File: config.mk
export PLATFORM = sky130hd
export DESIGN_NAME = mips_bus_arbiter
export DESIGN_NICKNAME = d
export VERILOG_FILES = /design/src/rtl/mips_bus_arbiter_pkg.sv /design/src/rtl/mips_bus_arbiter.sv
export SDC_FILE = /design/constraint.sdc
export NUM_CORES = 1
export LEC_CHECK = 0
export ABC_AREA = 1
export CORE_MARGIN = 1
export CORE_UTILIZATION = 40
export CTS_BUF_LIST = sky130_fd_sc_hd__clkbuf_4 sky130_fd_sc_hd__clkbuf_8 sky130_fd_sc_hd__clkbuf_16
export DETAILED_ROUTE_END_ITERATION = 8
export PLACE_DENSITY_LB_ADDON = 0.05
export SYNTH_ARGS = -nofsm -noshare
export SYNTH_HDL_FRONTEND = slang
export SYNTH_SLANG_ARGS = --single-unit
File: constraint.sdc
create_clock -name clk -period 1.7 [get_ports clk]
set_clock_uncertainty 0.05 [all_clocks]
set_input_delay 0.17 -clock clk [delete_from_list [all_inputs] [get_ports clk]]
set_output_delay 0.17 -clock clk [all_outputs]
set_load 0.01 [all_outputs]
File: src/rtl/mips_bus_arbiter_pkg.sv
// Shared types and constants for the two-port Avalon bus arbiter.
package mips_bus_arbiter_pkg;

    typedef enum logic [1:0] {
        ARB_IDLE,
        ARB_BUS,
        ARB_DONE
    } arb_state_t;

    typedef enum logic {
        ARB_PORT_I,
        ARB_PORT_D
    } arb_port_t;

    localparam logic [3:0] ARB_FETCH_BE = 4'b1111;

endpackage

File: src/rtl/mips_bus_arbiter.sv
// Round-robin arbiter sharing one Avalon master between instruction fetch (I)
// and load/store (D); registered bus outputs, one-cycle acks, optional stall watchdog.
module mips_bus_arbiter
    import mips_bus_arbiter_pkg::*;
#(
    parameter int unsigned WAIT_LIMIT = 0
) (
    input  logic        clk,
    input  logic        reset,

    input  logic        i_read,
    input  logic [31:0] i_address,
    output logic        i_ack,
    output logic [31:0] i_readdata,

    input  logic        d_read,
    input  logic        d_write,
    input  logic [31:0] d_address,
    input  logic [31:0] d_writedata,
    input  logic [3:0]  d_byteenable,
    output logic        d_ack,
    output logic [31:0] d_readdata,

    output logic [31:0] address,
    output logic        read,
    output logic        write,
    output logic [31:0] writedata,
    output logic [3:0]  byteenable,
    input  logic        waitrequest,
    input  logic [31:0] readdata,

    output logic        bus_error
);

    localparam logic [15:0] WAIT_LIMIT_W = 16'(WAIT_LIMIT);
    localparam bit          WATCHDOG_EN  = (WAIT_LIMIT != 0);

    arb_state_t  state_q, state_d;
    arb_port_t   grant_q, grant_d;
    arb_port_t   last_grant_q, last_grant_d;
    logic [31:0] addr_q, addr_d;
    logic [31:0] wdata_q, wdata_d;
    logic [3:0]  be_q, be_d;
    logic        read_q, read_d;
    logic        write_q, write_d;
    logic        i_ack_q, i_ack_d;
    logic        d_ack_q, d_ack_d;
    logic [31:0] i_rdata_q, i_rdata_d;
    logic [31:0] d_rdata_q, d_rdata_d;
    logic        bus_error_q, bus_error_d;
    logic [15:0] wait_cnt_q, wait_cnt_d;

    logic        i_req;
    logic        d_req;
    arb_port_t   winner;
    logic        finish;
    logic [31:0] finish_data;

    always_comb begin
        state_d      = state_q;
        grant_d      = grant_q;
        last_grant_d = last_grant_q;
        addr_d       = addr_q;
        wdata_d      = wdata_q;
        be_d         = be_q;
        read_d       = read_q;
        write_d      = write_q;
        i_ack_d      = 1'b0;
        d_ack_d      = 1'b0;
        i_rdata_d    = i_rdata_q;
        d_rdata_d    = d_rdata_q;
        bus_error_d  = bus_error_q;
        wait_cnt_d   = wait_cnt_q;
        i_req        = i_read;
        d_req        = d_read | d_write;
        winner       = ARB_PORT_I;
        finish       = 1'b0;
        finish_data  = '0;

        if (i_req && d_req) begin
            winner = (last_grant_q == ARB_PORT_D) ? ARB_PORT_I : ARB_PORT_D;
        end else if (d_req) begin
            winner = ARB_PORT_D;
        end

        case (state_q)
            ARB_IDLE: begin
                if (i_req || d_req) begin
                    state_d      = ARB_BUS;
                    grant_d      = winner;
                    last_grant_d = winner;
                    wait_cnt_d   = '0;
                    if (winner == ARB_PORT_I) begin
                        addr_d  = i_address;
                        be_d    = ARB_FETCH_BE;
                        read_d  = 1'b1;
                        write_d = 1'b0;
                    end else begin
                        // A simultaneous read+write is issued as the write only.
                        addr_d  = d_address;
                        wdata_d = d_writedata;
                        be_d    = d_byteenable;
                        write_d = d_write;
                        read_d  = ~d_write;
                    end
                end
            end
            ARB_BUS: begin
                if (!waitrequest) begin
                    finish = 1'b1;
                    if (read_q) begin
                        finish_data = readdata;
                    end else begin
                        finish_data = (grant_q == ARB_PORT_I) ? i_rdata_q : d_rdata_q;
                    end
                end else begin
                    wait_cnt_d = wait_cnt_q + 16'd1;
                    if (WATCHDOG_EN && (wait_cnt_d == WAIT_LIMIT_W)) begin
                        finish      = 1'b1;
                        finish_data = '0;
                        bus_error_d = 1'b1;
                    end
                end
            end
            ARB_DONE: begin
                state_d = ARB_IDLE;
            end
            default: begin
                state_d = ARB_IDLE;
            end
        endcase

        // Normal completion and watchdog abort share the same exit into ARB_DONE.
        if (finish) begin
            state_d = ARB_DONE;
            read_d  = 1'b0;
            write_d = 1'b0;
            if (grant_q == ARB_PORT_I) begin
                i_ack_d   = 1'b1;
                i_rdata_d = finish_data;
            end else begin
                d_ack_d   = 1'b1;
                d_rdata_d = finish_data;
            end
        end
    end

    always_ff @(posedge clk) begin
        if (reset) begin
            state_q      <= ARB_IDLE;
            grant_q      <= ARB_PORT_I;
            last_grant_q <= ARB_PORT_D;
            addr_q       <= '0;
            wdata_q      <= '0;
            be_q         <= '0;
            read_q       <= 1'b0;
            write_q      <= 1'b0;
            i_ack_q      <= 1'b0;
            d_ack_q      <= 1'b0;
            i_rdata_q    <= '0;
            d_rdata_q    <= '0;
            bus_error_q  <= 1'b0;
            wait_cnt_q   <= '0;
        end else begin
            state_q      <= state_d;
            grant_q      <= grant_d;
            last_grant_q <= last_grant_d;
            addr_q       <= addr_d;
            wdata_q      <= wdata_d;
            be_q         <= be_d;
            read_q       <= read_d;
            write_q      <= write_d;
            i_ack_q      <= i_ack_d;
            d_ack_q      <= d_ack_d;
            i_rdata_q    <= i_rdata_d;
            d_rdata_q    <= d_rdata_d;
            bus_error_q  <= bus_error_d;
            wait_cnt_q   <= wait_cnt_d;
        end
    end

    assign address    = addr_q;
    assign read       = read_q;
    assign write      = write_q;
    assign writedata  = wdata_q;
    assign byteenable = be_q;
    assign i_ack      = i_ack_q;
    assign d_ack      = d_ack_q;
    assign i_readdata = i_rdata_q;
    assign d_readdata = d_rdata_q;
    assign bus_error  = bus_error_q;

endmodule

==> impl_metrics.py <==
metrics = {
    "critical_path": {
        "cp.required_ns": 1.48,
        "path_class": "reg -> out",
        "critPathTopFamily": "buffers and inverters",
        "start_kind": "flip-flop",
        "path_max_fanout": 3,
        "crit_path_max_incr_delay_ns": 0.60,
        "rr_startpoint": "grant_q$_SDFFE_PP0P_",
        "endpoint_kind": "primary output",
        "path_buf_inv": 1,
        "crit_chain": "clkdlybuf4s50_1",
        "slowest_stage": "clkdlybuf4s50_1",
        "worstPathArrival_ns": 1.38,
        "r2r_slack_ns": 0.28,
        "reg2reg_to": "i_readdata[4]$_SDFFE_PP0P_",
        "r2r_cells": 5,
    },
    "synth": {
        "synth_flop_cell": "dfxtp_1",
        "synth_area_mm2": 0.006764,
        "yosysMostFrequentCell": "nand2_1",
        "synth-seq-cells": 140,
        "synth_top_area_share_pct": 41.44,
        "synth_edf_count": 0,
        "syn_inst": 1105,
        "synth-seq-area-share_pct": 41.44,
        "yosysWarnings": 0,
        "syn_nets": 1243,
        "yosysUniqueCellTypes": 15,
        "synth_async_sr_flop_share_pct": 0,
        "synth.largest_area_cell": "dfxtp_1",
        "syn-mean-instance-area_um2": 6.121,
        "synthTopCellsByArea": "dfxtp_1 41%, nand2_1 21%, nor2_1 11%, nand3_1 7.5%, a21oi_1 7.2%",
        "synth_common_cells": "373 x nand2_1, 203 x nor2_1, 140 x dfxtp_1, 108 x inv_1, 101 x nand3_1",
    },
    "clocking": {
        "cts_tree": "done",
        "cts.sinks": 140,
        "cts_resized": 0,
        "numCtsBuffers": 17,
        "cts_max_level": 4,
        "clock_path_buffers": 2,
        "clk_latency_ns": 0.42,
        "hold_buffers": 0,
        "clkTransAtPathRegs_ns": 0.06,
        "post_cts_buffers": 0,
        "root_buffer": "clkbuf_16",
    },
    "placement": {
        "hpwl_um": 14070,
        "gp_congestion": 0.7787,
        "portBuffers": 273,
        "place_area_mm2": 0.009773,
        "dp_slack_ns": 0.08886,
    },
    "routing": {
        "drt_iter0_markers": 419,
        "wl_per_cell_um": 12.88,
        "vias_per_cell": 4.609,
        "antenna_left": 0,
        "routed_wl_um": 20410,
        "drc_errors": 0,
        "first_pass_iters": 4,
        "vias": 7305,
    },
    "sta": {
        "fmax_mhz": 625.2,
        "fin_crit_ns": 1.600,
        "slew_viol_final": 0,
        "fin_tns_setup_ns": 0,
        "setup_violations": 0,
        "hold_violations": 0,
        "period_share_pct": 94.09,
        "finalWorstSetupSlack_ns": 0.1005,
        "rsz0062_at_grt": "no",
    },
    "pwr": {
        "worst_ir_drop_vdd_v": 0.0007228,
        "p_switching_w": 0.003047,
        "leakage_nw": 4.837,
        "pwr-share-seq_pct": 36.5,
        "p_clk_share_pct": 37.3,
        "intPower_w": 0.007282,
        "pwr-share-comb_pct": 26.2,
        "swShare_pct": 29.50,
        "power_density_mw_per_mm2": 994.3,
    },
    "floorplan": {
        "initial_core_util_pct": 40.93,
        "pin_count": 275,
        "die_h_um": 132.0,
        "rows": 47,
        "coreArea_mm2": 0.01652,
        "fp.dieW_um": 132.0,
        "die-area_mm2": 0.01743,
    },
    "finish": {
        "synthToLayoutAreaGrowth_pct": 53.59,
        "n_antenna_cell": 0,
        "drive_above_1_share_pct": 4.908,
        "nets": 1491,
        "design_area_mm2": 0.01039,
    },
    "worst_hold_path": {
        "hold_class": "in -> reg",
        "min_from": "d_writedata[27]",
        "min_to": "writedata[27]$_SDFFE_PP0P_",
        "hold_depth": 3,
    },
    "job": {
        "max-cap-violations": 0,
    },
    "global_route": {
        "antenna_found_initial": 1,
        "grt_max_degree": 64,
        "grt.overflow.total": 0,
        "track_usage_pct": 23.83,
        "grt_pass1_vias": 6731,
        "grt_pass1_wl_um": 33370,
    },
    "status": {
        "status": "finished clean",
    },
}
## metal layers
metal	part of all wire [%]	up-vias	track usage, %
li1	-	3862	-
met1	44	3201	29.23
met2	47	216	39.36
met3	7.5	24	7.536
met4	1.7	2	8.140
met5	0.054	-	0
## power groups by stage
stage / combinational [W] / clock [W] / sequential, W
floorplan: 0.00128 / 0 / 0.00395
global placement: 0.00270 / 0 / 0.00383
detailed placement: 0.00271 / 0 / 0.00384
CTS: 0.00273 / 0.00393 / 0.00377
global route: 0.00300 / 0.00407 / 0.00381
finish: 0.00270 / 0.00386 / 0.00377
## how the worst max path moves through the flow
stage,slack (ns),cells past startpoint,from,end
floorplan,0.48,5,read$_SDFFE_PP0P_,d_readdata[0]$_SDFFE_PP0P_
global placement,0.13,9,d_write,address[27]$_SDFFE_PP0P_
detailed placement,0.09,7,i_read,writedata[30]$_SDFFE_PP0P_
CTS,0.06,1,read$_SDFFE_PP0P_,read
global route,0.05,1,read$_SDFFE_PP0P_,read
finish,0.10,1,read$_SDFFE_PP0P_,read
## flip-flops by register name (all words and copies together) (netlist names)
| name | flops |
|---|---|
| i_ack | 1 |
| d_readdata | 32 |
| i_readdata | 32 |
| byteenable | 4 |
| writedata | 32 |
| last_grant_q | 1 |
| address | 32 |
| write | 1 |
| grant_q | 1 |
| d_ack | 1 |
| state_q | 2 |
| read | 1 |
## logic make-up after synthesis
kind of cell	count (synthesis)	synth area share (%)
other	1	0.05544
and+or+nand+nor	685	40.25
DFF	140	41.44
buffers and inverters	182	11.08
AOI/OAI and AO/OA	97	7.177
## layout by cell type, fill, tap and decap left out
cell             Yosys  layout
buf_4                6      17
nand3_1            101     101
nand2_2              2       3
nor2_2               2       3
buf_12               0      10
clkbuf_8             0       2
clkinv_2             0       2
inv_6                0       2
nor2_1             203     202
bufinv_16            0       3
clkbuf_16            0      17
nand3b_1             4       4
nand2_1            373     372
inv_1              108     108
clkinvlp_4           0       2
inv_2                3       2
clkinv_4             0       4
a21oi_1             97      97
dfxtp_1            140     140
conb_1               1       1
clkdlybuf4s50_1      0     273
## area by class of cell
class,count,area [µm²]
Fill cell,1529,6136
Multi-Input combinational cell,783,3217
Timing Repair Buffer,300,3060
Sequential cell,140,2803
Clock buffer,19,452.9
Inverter,111,417.9
Tap cell,220,275.3
Clock inverter,12,162.7
## through the flow
step	util (%)	total power, W	cells	hold slack [ns]
6_report	62.87	0.01033	1585	0.2737
5_1_grt	62.87	0.01088	1585	0.2681
4_1_cts	62.87	0.01043	1585	0.2574
3_5_place_dp	59.14	0.006549	1554	0.4036
3_3_place_gp	59.14	0.006530	1554	0.3972
2_1_floorplan	-	0.005230	1105	0.2844
## worst min-delay path, stage by stage
cell and delay, ns:
clkdlybuf4s50_1 0.39, nand3_1 0.08, a21oi_1 0.06
(Power assumes the default switching activity.)
